===== src/rtl/csi2_tx_pkg.sv =====
// rtl/csi2_tx_pkg.sv - shared state encoding and lane level constants for the CSI-2 D-PHY data-lane transmitter
package csi2_tx_pkg;

  typedef enum logic [2:0] {
    STOP,
    LP01,
    LP00,
    HS_ZERO,
    HS_SYNC,
    HS_DATA,
    HS_TRAIL,
    HS_EXIT
  } tx_state_e;

  localparam logic [7:0] CSI2_SYNC_BYTE = 8'hB8;

  // Lane levels packed as {Dp, Dn}
  localparam logic [1:0] LVL_LP11 = 2'b11;
  localparam logic [1:0] LVL_LP01 = 2'b01;
  localparam logic [1:0] LVL_LP00 = 2'b00;
  localparam logic [1:0] LVL_HS0  = 2'b01;

endpackage


===== src/rtl/csi2_tx_serializer.sv =====
// rtl/csi2_tx_serializer.sv - LSB-first byte shifter with 3-bit bit counter and captured final bit
module csi2_tx_serializer (
  input  logic       clk,
  input  logic       rst,
  input  logic       load,
  input  logic       hs,
  input  logic       free_run,
  input  logic [7:0] data,
  output logic       tx_bit,
  output logic [2:0] bit_cnt,
  output logic       last_bit
);

  logic [7:0] shreg;

  always_ff @(posedge clk or posedge rst) begin
    if (rst) begin
      shreg    <= '0;
      bit_cnt  <= '0;
      last_bit <= 1'b0;
    end else begin
      // The bit on the wire at bit_cnt==7 is the final bit of the byte; keep it for the trail.
      if (hs && bit_cnt == 3'd7) last_bit <= shreg[0];
      if (load) begin
        shreg   <= data;
        bit_cnt <= 3'd0;
      end else begin
        if (hs) shreg <= {1'b0, shreg[7:1]};
        bit_cnt <= (hs || free_run) ? bit_cnt + 3'd1 : 3'd0;
      end
    end
  end

  assign tx_bit = shreg[0];

endmodule


===== src/rtl/csi_2_phy_tx_data_lane.sv =====
// rtl/csi_2_phy_tx_data_lane.sv - CSI-2 D-PHY data-lane transmitter: LP-11 -> LP-01 -> LP-00 -> HS burst -> trail -> LP-11
// Optional CSI_TX_BYTECLK_EN adds the free-running TxByteClkHS output.
module csi_2_phy_tx_data_lane
  import csi2_tx_pkg::*;
#(
  parameter logic [7:0] T_LPX        = 8'd2,
  parameter logic [7:0] T_HS_PREPARE = 8'd2,
  parameter logic [7:0] T_HS_ZERO    = 8'd6,
  parameter logic [7:0] T_HS_TRAIL   = 8'd4,
  parameter logic [7:0] T_HS_EXIT    = 8'd4,
  parameter logic [7:0] SYNC_BYTE    = CSI2_SYNC_BYTE
) (
  input  logic       TxDDRClkHS,
  input  logic       Shutdown,
  input  logic       TxRequestHS,
  input  logic [7:0] TxDataHS,
  output logic       TxReadyHS,
  output logic       Stopstate,
  output logic       ActiveHS,
  output logic       Dp,
  output logic       Dn
`ifdef CSI_TX_BYTECLK_EN
  ,
  output logic       TxByteClkHS
`endif
);

  tx_state_e  state_q, state_d;
  logic [7:0] tcnt_q, tcnt_d;
  logic [7:0] tlen;
  logic       tdone;
  logic       in_hs;
  logic       byte_end;
  logic       load;
  logic [7:0] load_data;
  logic       free_run;
  logic       tx_bit;
  logic       last_bit;
  logic [2:0] bit_cnt;
  logic [1:0] lvl;

`ifdef CSI_TX_BYTECLK_EN
  assign free_run    = 1'b1;
  assign TxByteClkHS = (bit_cnt < 3'd4);
`else
  assign free_run = 1'b0;
`endif

  assign in_hs     = (state_q == HS_SYNC) || (state_q == HS_DATA);
  assign byte_end  = (bit_cnt == 3'd7);
  assign TxReadyHS = in_hs && byte_end && TxRequestHS;

  always_comb begin
    tlen = 8'd1;
    case (state_q)
      LP01:     tlen = T_LPX;
      LP00:     tlen = T_HS_PREPARE;
      HS_ZERO:  tlen = T_HS_ZERO;
      HS_TRAIL: tlen = T_HS_TRAIL;
      HS_EXIT:  tlen = T_HS_EXIT;
      default:  tlen = 8'd1;
    endcase
  end

  assign tdone = (tcnt_q == tlen - 8'd1);

  always_ff @(posedge TxDDRClkHS or posedge Shutdown) begin
    if (Shutdown) begin
      state_q <= STOP;
      tcnt_q  <= '0;
    end else begin
      state_q <= state_d;
      tcnt_q  <= tcnt_d;
    end
  end

  always_comb begin
    state_d   = state_q;
    tcnt_d    = tcnt_q + 8'd1;
    load      = 1'b0;
    load_data = SYNC_BYTE;
    case (state_q)
      STOP: begin
        tcnt_d = '0;
        if (TxRequestHS) state_d = LP01;
      end
      LP01: if (tdone) begin state_d = LP00; tcnt_d = '0; end
      LP00: if (tdone) begin state_d = HS_ZERO; tcnt_d = '0; end
      HS_ZERO: begin
        if (tdone) begin
          state_d = HS_SYNC;
          tcnt_d  = '0;
          load    = 1'b1;
        end
      end
      HS_SYNC, HS_DATA: begin
        tcnt_d = '0;
        if (byte_end) begin
          if (TxRequestHS) begin
            state_d   = HS_DATA;
            load      = 1'b1;
            load_data = TxDataHS;
          end else begin
            state_d = HS_TRAIL;
          end
        end
      end
      HS_TRAIL: if (tdone) begin state_d = HS_EXIT; tcnt_d = '0; end
      HS_EXIT:  if (tdone) begin state_d = STOP; tcnt_d = '0; end
      default: begin
        state_d = STOP;
        tcnt_d  = '0;
      end
    endcase
  end

  csi2_tx_serializer u_ser (
    .clk      (TxDDRClkHS),
    .rst      (Shutdown),
    .load     (load),
    .hs       (in_hs),
    .free_run (free_run),
    .data     (load_data),
    .tx_bit   (tx_bit),
    .bit_cnt  (bit_cnt),
    .last_bit (last_bit)
  );

  // Lane levels come only from registered state so Dp/Dn never glitch on input changes.
  always_comb begin
    lvl = LVL_LP11;
    case (state_q)
      LP01:             lvl = LVL_LP01;
      LP00:             lvl = LVL_LP00;
      HS_ZERO:          lvl = LVL_HS0;
      HS_SYNC, HS_DATA: lvl = {tx_bit, ~tx_bit};
      HS_TRAIL:         lvl = {~last_bit, last_bit};
      default:          lvl = LVL_LP11;
    endcase
  end

  assign Dp        = lvl[1];
  assign Dn        = lvl[0];
  assign Stopstate = (state_q == STOP);
  assign ActiveHS  = (state_q == HS_ZERO) || in_hs || (state_q == HS_TRAIL);

endmodule


===== config.mk =====
export PLATFORM = sky130hd
export DESIGN_NAME = csi_2_phy_tx_data_lane
export DESIGN_NICKNAME = d
export VERILOG_FILES = /design/src/rtl/csi2_tx_pkg.sv /design/src/rtl/csi2_tx_serializer.sv /design/src/rtl/csi_2_phy_tx_data_lane.sv
export SDC_FILE = /design/constraint.sdc
export NUM_CORES = 1
export LEC_CHECK = 0
export CORE_ASPECT_RATIO = 2
export CORE_UTILIZATION = 46
export CTS_CLUSTER_DIAMETER = 50
export DETAILED_ROUTE_END_ITERATION = 8
export MAX_ROUTING_LAYER = met4
export PLACE_DENSITY = 0.82
export SYNTH_ARGS = -nofsm -noshare
export SYNTH_HDL_FRONTEND = slang
export SYNTH_HIERARCHICAL = 1
export SYNTH_SLANG_ARGS = --single-unit

===== constraint.sdc =====
create_clock -name TxDDRClkHS -period 1.7 [get_ports TxDDRClkHS]
set_input_delay 0.255 -clock TxDDRClkHS [delete_from_list [all_inputs] [get_ports TxDDRClkHS]]
set_output_delay 0.255 -clock TxDDRClkHS [all_outputs]
set_load 0.005 [all_outputs]

---- Word level (Yosys, flattened, before mapping) ----
Index checks and enable logic that the tools add are counted.
W data, S select, Z words.
word-level totals
  register bits after elaboration ......... 23
  input port bits ......................... 11
  logic and storage cells ................. 64
operators by class
  add/subtract/negate cells ............... 3
  equal/unequal tests ..................... 16
  muxes and demuxes ....................... 24
  bitwise gates (word level) .............. 2
  reductions and logical operators ........ 14
operator list
  kind                   count
  $mux W8                6
  $mux W3                9
  $pmux W3 S7            1
  $pmux W8 S2            1
  $eq A3 B3 Y1 const B   5
  $ne A2 B2 Y1 const B   7
  $pmux W3 S3            1
  $add A8 B1 Y8 const B  1
  $eq A8 B8 Y1           1
  $pmux W2 S4            1
  $reduce_or A2 Y1       4
  $sub A8 B1 Y8 const B  1
  $reduce_and A7 Y1      1
  $eq A3 B2 Y1 const B   2
  $reduce_or A5 Y1       1
  $add A3 B1 Y3 const B  1
  $eq A3 B1 Y1 const B   1
  $logic_not A3 Y1       1
  $logic_or A1 B1 Y1     3
  $mux W1                3
  $reduce_or A3 Y1       1
  $logic_and A1 B1 Y1    2
  $mux W2                1
  $not A1 Y1             2
  2 further kinds        2

---- Logic depth before layout (Yosys ltp) ----
  word-level depth ........................ 8
  gate-level depth with buffers ........... 7
  gate-level depth less buffers ........... 6

---- Cells and area by module ----
Netlist, hierarchy kept.
modules (own cells, without submodules)
  module                  instances  cells an instance  area each (um^2)
  csi_2_phy_tx_data_lane  1          96                 828.3
  csi2_tx_serializer      1          47                 546.8

---- Worst setup path before layout ----
OpenSTA, ideal clock, no wires.
  path kind ............................... register -> register
  start point ............................. register tcnt_q[3]
  end point ............................... register u_ser.bit_cnt[1]
  library setup time ...................... 0.119 ns
  arrival ................................. 1.524 ns
  required time ........................... 1.581 ns
  path slack .............................. 0.057 ns
  stages on the path, launching flop included .. 6
  clock period less this slack ............ 1.643 ns
  path through ............................ dfrtp_1 nor4b_4 nand2_2 o22ai_1 o21ba_1 and2_1
between the ends
  cells in the longest elaborated chain, start to end .. 4
ends and longest elaborated chain
  what                    line                          RTL
  start, declared         csi_2_phy_tx_data_lane.sv:29  logic [7:0] tcnt_q, tcnt_d;
  start signal, assigned  csi_2_phy_tx_data_lane.sv:73  tcnt_q <= tcnt_d;
  $eq A8 B8 Y1            csi_2_phy_tx_data_lane.sv:65  assign tdone = (tcnt_q == tlen - 8'd1);
  $mux W1                 csi_2_phy_tx_data_lane.sv:90  if (tdone) begin
  $pmux W1 S2             csi_2_phy_tx_data_lane.sv:82  case (state_q)
  via load                csi_2_phy_tx_data_lane.sv:34  logic load;
  $mux W3                 csi2_tx_serializer.sv:24      if (load) begin
  end signal, assigned    csi2_tx_serializer.sv:29      bit_cnt <= (hs || free_run) ? bit_cnt + 3'd1 : 3'd0;
  end, declared           csi2_tx_serializer.sv:10      output logic [2:0] bit_cnt,
The timed path passes the listed nets, and every way through them passes these cells.
A chain may end at the register's enable or synchronous reset.

---- Worst setup path after layout ----
  start point ............................. register state_q[2]
  end point ............................... output Dp
between the ends
  cells in the longest elaborated chain, start to end .. 3
ends and longest elaborated chain
  what                                        line                           RTL
  start, declared                             csi_2_phy_tx_data_lane.sv:28   tx_state_e state_q, state_d;
  start signal, assigned                      csi_2_phy_tx_data_lane.sv:72   state_q <= state_d;
  $eq A3 B3 Y1 (tied with other cells)        csi_2_phy_tx_data_lane.sv:132  case (state_q)
  $reduce_or A2 Y1, on equally long branches  n/a
  $pmux W2 S4 (*)                             csi_2_phy_tx_data_lane.sv:132
  end, declared                               csi_2_phy_tx_data_lane.sv:20   output logic Dp,
Mark *: on every way between the ends. The rest lies on a longest branch, timed or not.

==> key figures <==
Run status
  – Outcome: complete, but fails checks
  – Failing checks: setup timing

Power
  – Clk pwr share: 12.6%
  – Leakage power: 0.0008176 uW
  – Comb pwr share: 55.3%
  – Maximum vdd ir drop: 0.8916 mV
  – Sw Pwr: 1091 uW
  – Sw Ratio: 39.98%
  – Seq pwr share: 32.1%
  – P_int: 1638 uW
  – Pwr dens: 1525 nW/um^2

Floorplan
  – Die area: 3225 sq um
  – Core area: 2804 sq um
  – Initial core utilization: 49.04%
  – Num rows: 27
  – Die span in y: 79.32 microns
  – I/O pins: 16
  – Die width: 40.66 microns

Timing
  – Final period util: 102.0%
  – Clock Skew: 0.005181 ns
  – Final period demand of the worst path: 1.734 ns
  – Final hold vios: 0
  – RSZ-0062 raised after global routing: yes
  – Sum Neg Setup Slack: -0.03380 ns
  – Fmax: 0.5768 GHz
  – Final setup vio count: 1
  – Final setup margin: -0.03380 ns
  – Fin. max-slew vios: 0

Synthesis
  – Yosys top cell by area: dfrtp_1
  – Post-synth EDFFs: 0
  – Post-Syn Nets: 157
  – Asr flop ratio synth: 100.0%
  – Yosys warns: 6
  – Synth Cell Area: 1375 sq um
  – Most common flop cell mapped by yosys: dfrtp_1
  – Sequential share of the synthesized area: 41.86%
  – Synth unique cells: 48
  – Synthesized flop and latch total: 23
  – Area contributors post-synth: dfrtp_1 42%, mux2i_1 5.1%, nand2_1 3.8%
  – Syn avg cell area: 9.616 sq um
  – Cells after Synth: 143
  – Share of Yosys cell area claimed by the top area cell type: 41.86%

Clock tree
  – Cts bufs inserted: 3
  – Clock buffer depth: 2
  – Post-cts hold buffer count: 0
  – Worst-Skew Late Latency: 0.27 ns
  – H-tree levels: 1
  – Root Driver: clkbuf_8
  – Clock Sinks: 23
  – Clk slew on worst S/H paths: 0.08 ns
  – CTS tree: done

Drt
  – Drt drc: 0
  – Via density: 5.895
  – DR pass1 iterations: 4
  – Post-route ant nets: 0
  – DR WL/cell: 16.80 microns
  – Drt total wl: 3.511 mm
  – Drt initial violations: 46
  – Via Count: 1232

GRT
  – First-pass GRT wire length: 5.961 mm
  – Initial antenna violation count: 0
  – Vias in the first global route: 1304
  – Total GRT Usage: 27.38%
  – Largest net degree at the start of global routing: 14
  – GRT overflow: 0

Placement
  – Final RePlAce weighted congestion: 1.006
  – Placement Cell Area: 1699 sq um
  – # port buffers: 15
  – Post-DP HPWL: 2.653 mm
  – Place WS: -0.08166 ns

Cells and area
  – Register area: 576.8 sq um
  – Multi-input gate area: 783.3 sq um
  – Fin nets: 195
  – Final instance area: 1789 sq um
  – # fillers: 227
  – Area Growth Syn to Fin: 30.12%
  – Ant. Diodes: 0
  – Share of post-route cells with drive strength above 1: 26.67%

Hold path
  – Hold Path Class: in2async

Critical path
  – Crit path max fanout: 4
  – Worst setup path start: state_q[2]
  – FF-to-FF Start: tcnt_q[3]
  – CP required: 1.44 ns
  – Crit path kind: reg2out
  – CP Launch Type: flop
  – WP data arrival: 1.48 ns
  – Setup crit end kind: output port

Job
  – Max Cap Viol: 0
cell usage after synthesis (2+ instances only):
cell	count
a21oi_1	3
a31oi_1	2
and2_1	7
and3_1	3
buf_2	4
dfrtp_1	23
ha_1	3
inv_1	4
inv_2	2
mux2_4	2
mux2i_1	7
nand2_1	14
nand2b_1	2
nand3_1	7
nor2_1	11
o21ai_0	8
o21ai_1	2
or3_1	4
xnor2_1	2
xor2_1	5
path summary, 6_finish.rpt:
path / depth (start not counted) / slack [ns] / endpoint
max reg2reg: 5 / 0.09 / state_q[1]
min in group TxDDRClkHS: 1 / 0.50 / u_ser/bit_cnt[0]
min reg2reg: 1 / 0.50 / u_ser/bit_cnt[0]
max in group asynchronous: 2 / 1.04 / tcnt_q[3]
min: 2 / 0.32 / tcnt_q[4]
max: 4 / -0.03 / Dp
worst max-delay path: stages, from the launching register on:
cell and delay [ns]:
dfrtp_1 0.42, and2b_2 0.23, buf_6 0.13, a222oi_1 0.24, buf_2 0.18
stage by stage:
stage / power (uW) / hold slack (ns) / cells / utilization [%]
after floorplan: 1679 / 0.1074 / 143 / -
after global placement: 2217 / 0.4433 / 204 / 60.60
after detailed placement: 2287 / 0.4831 / 204 / 60.60
after CTS: 2667 / 0.3319 / 209 / 63.10
after global routing: 2891 / 0.3634 / 209 / 63.81
final: 2728 / 0.3172 / 209 / 63.81
cell usage in the layout (no fill, tap or decap), types with 2 or more instances in the layout:
master,n
a21oi_1,3
a31oi_1,2
and2_1,7
and3_1,3
buf_2,2
buf_4,21
buf_6,3
clkbuf_8,3
clkdlybuf4s50_1,10
dfrtp_1,22
dlygate4sd2_1,2
ha_1,3
inv_1,4
inv_2,2
mux2_4,2
mux2i_1,7
nand2_1,14
nand2b_1,2
nand3_1,7
nor2_1,10
o21ai_0,8
o21ai_1,2
or3_1,4
xor2_1,5
power groups by stage:
stage | clock network [uW] | registers (uW) | logic (uW)
detailed placement | 0 | 881 | 1410
finish | 343 | 877 | 1510
floorplan | 0 | 844 | 835
CTS | 347 | 871 | 1450
global placement | 0 | 863 | 1350
global route | 365 | 893 | 1630
sequential cells by signal, summed over array words and instances (netlist names):
name and flops:
state_q 3, tcnt_q 8, u_ser/bit_cnt 3, u_ser/last_bit 1, u_ser/shreg 8
layout make-up:
cell class	count	share of cell area, %
sequential	23	32.24
timing repair buffer	39	18.11
inverter	6	1.259
clock inverter	1	0.2797
multi-input combinational	108	43.78
clock buffer	3	2.308
tap	29	2.028
layer usage:
layer | vias up | GRT usage, % | part of all wire (%)
met1 | 596 | 27.31 | 34
met2 | 46 | 49.21 | 60
met4 | 0 | 11.67 | 3.5
met3 | 13 | 2.235 | 3.0
met5 | - | - | 0
li1 | 577 | - | -
cell families after synthesis:
group	after synthesis	share of synthesized area [%]
AO/OA/AOI/OAI	27	13.47
buffers and inverters	12	4.185
other	1	0.2727
AND/OR/NAND/NOR	60	24.93
multiplexers	10	8.099
adder cells (fa/ha/maj)	3	2.730
flip-flops	23	41.86
XOR/XNOR	7	4.459
what timing repair did:
action / CTS / global route
setup buffers: 1 / 0
gates resized for setup: 18 / 6
pin swaps: 0 / 3
cloned: 0 / 0
setup endpoints to repair: 6 / 12
Note: power is estimated with default switching activity, not from simulation.
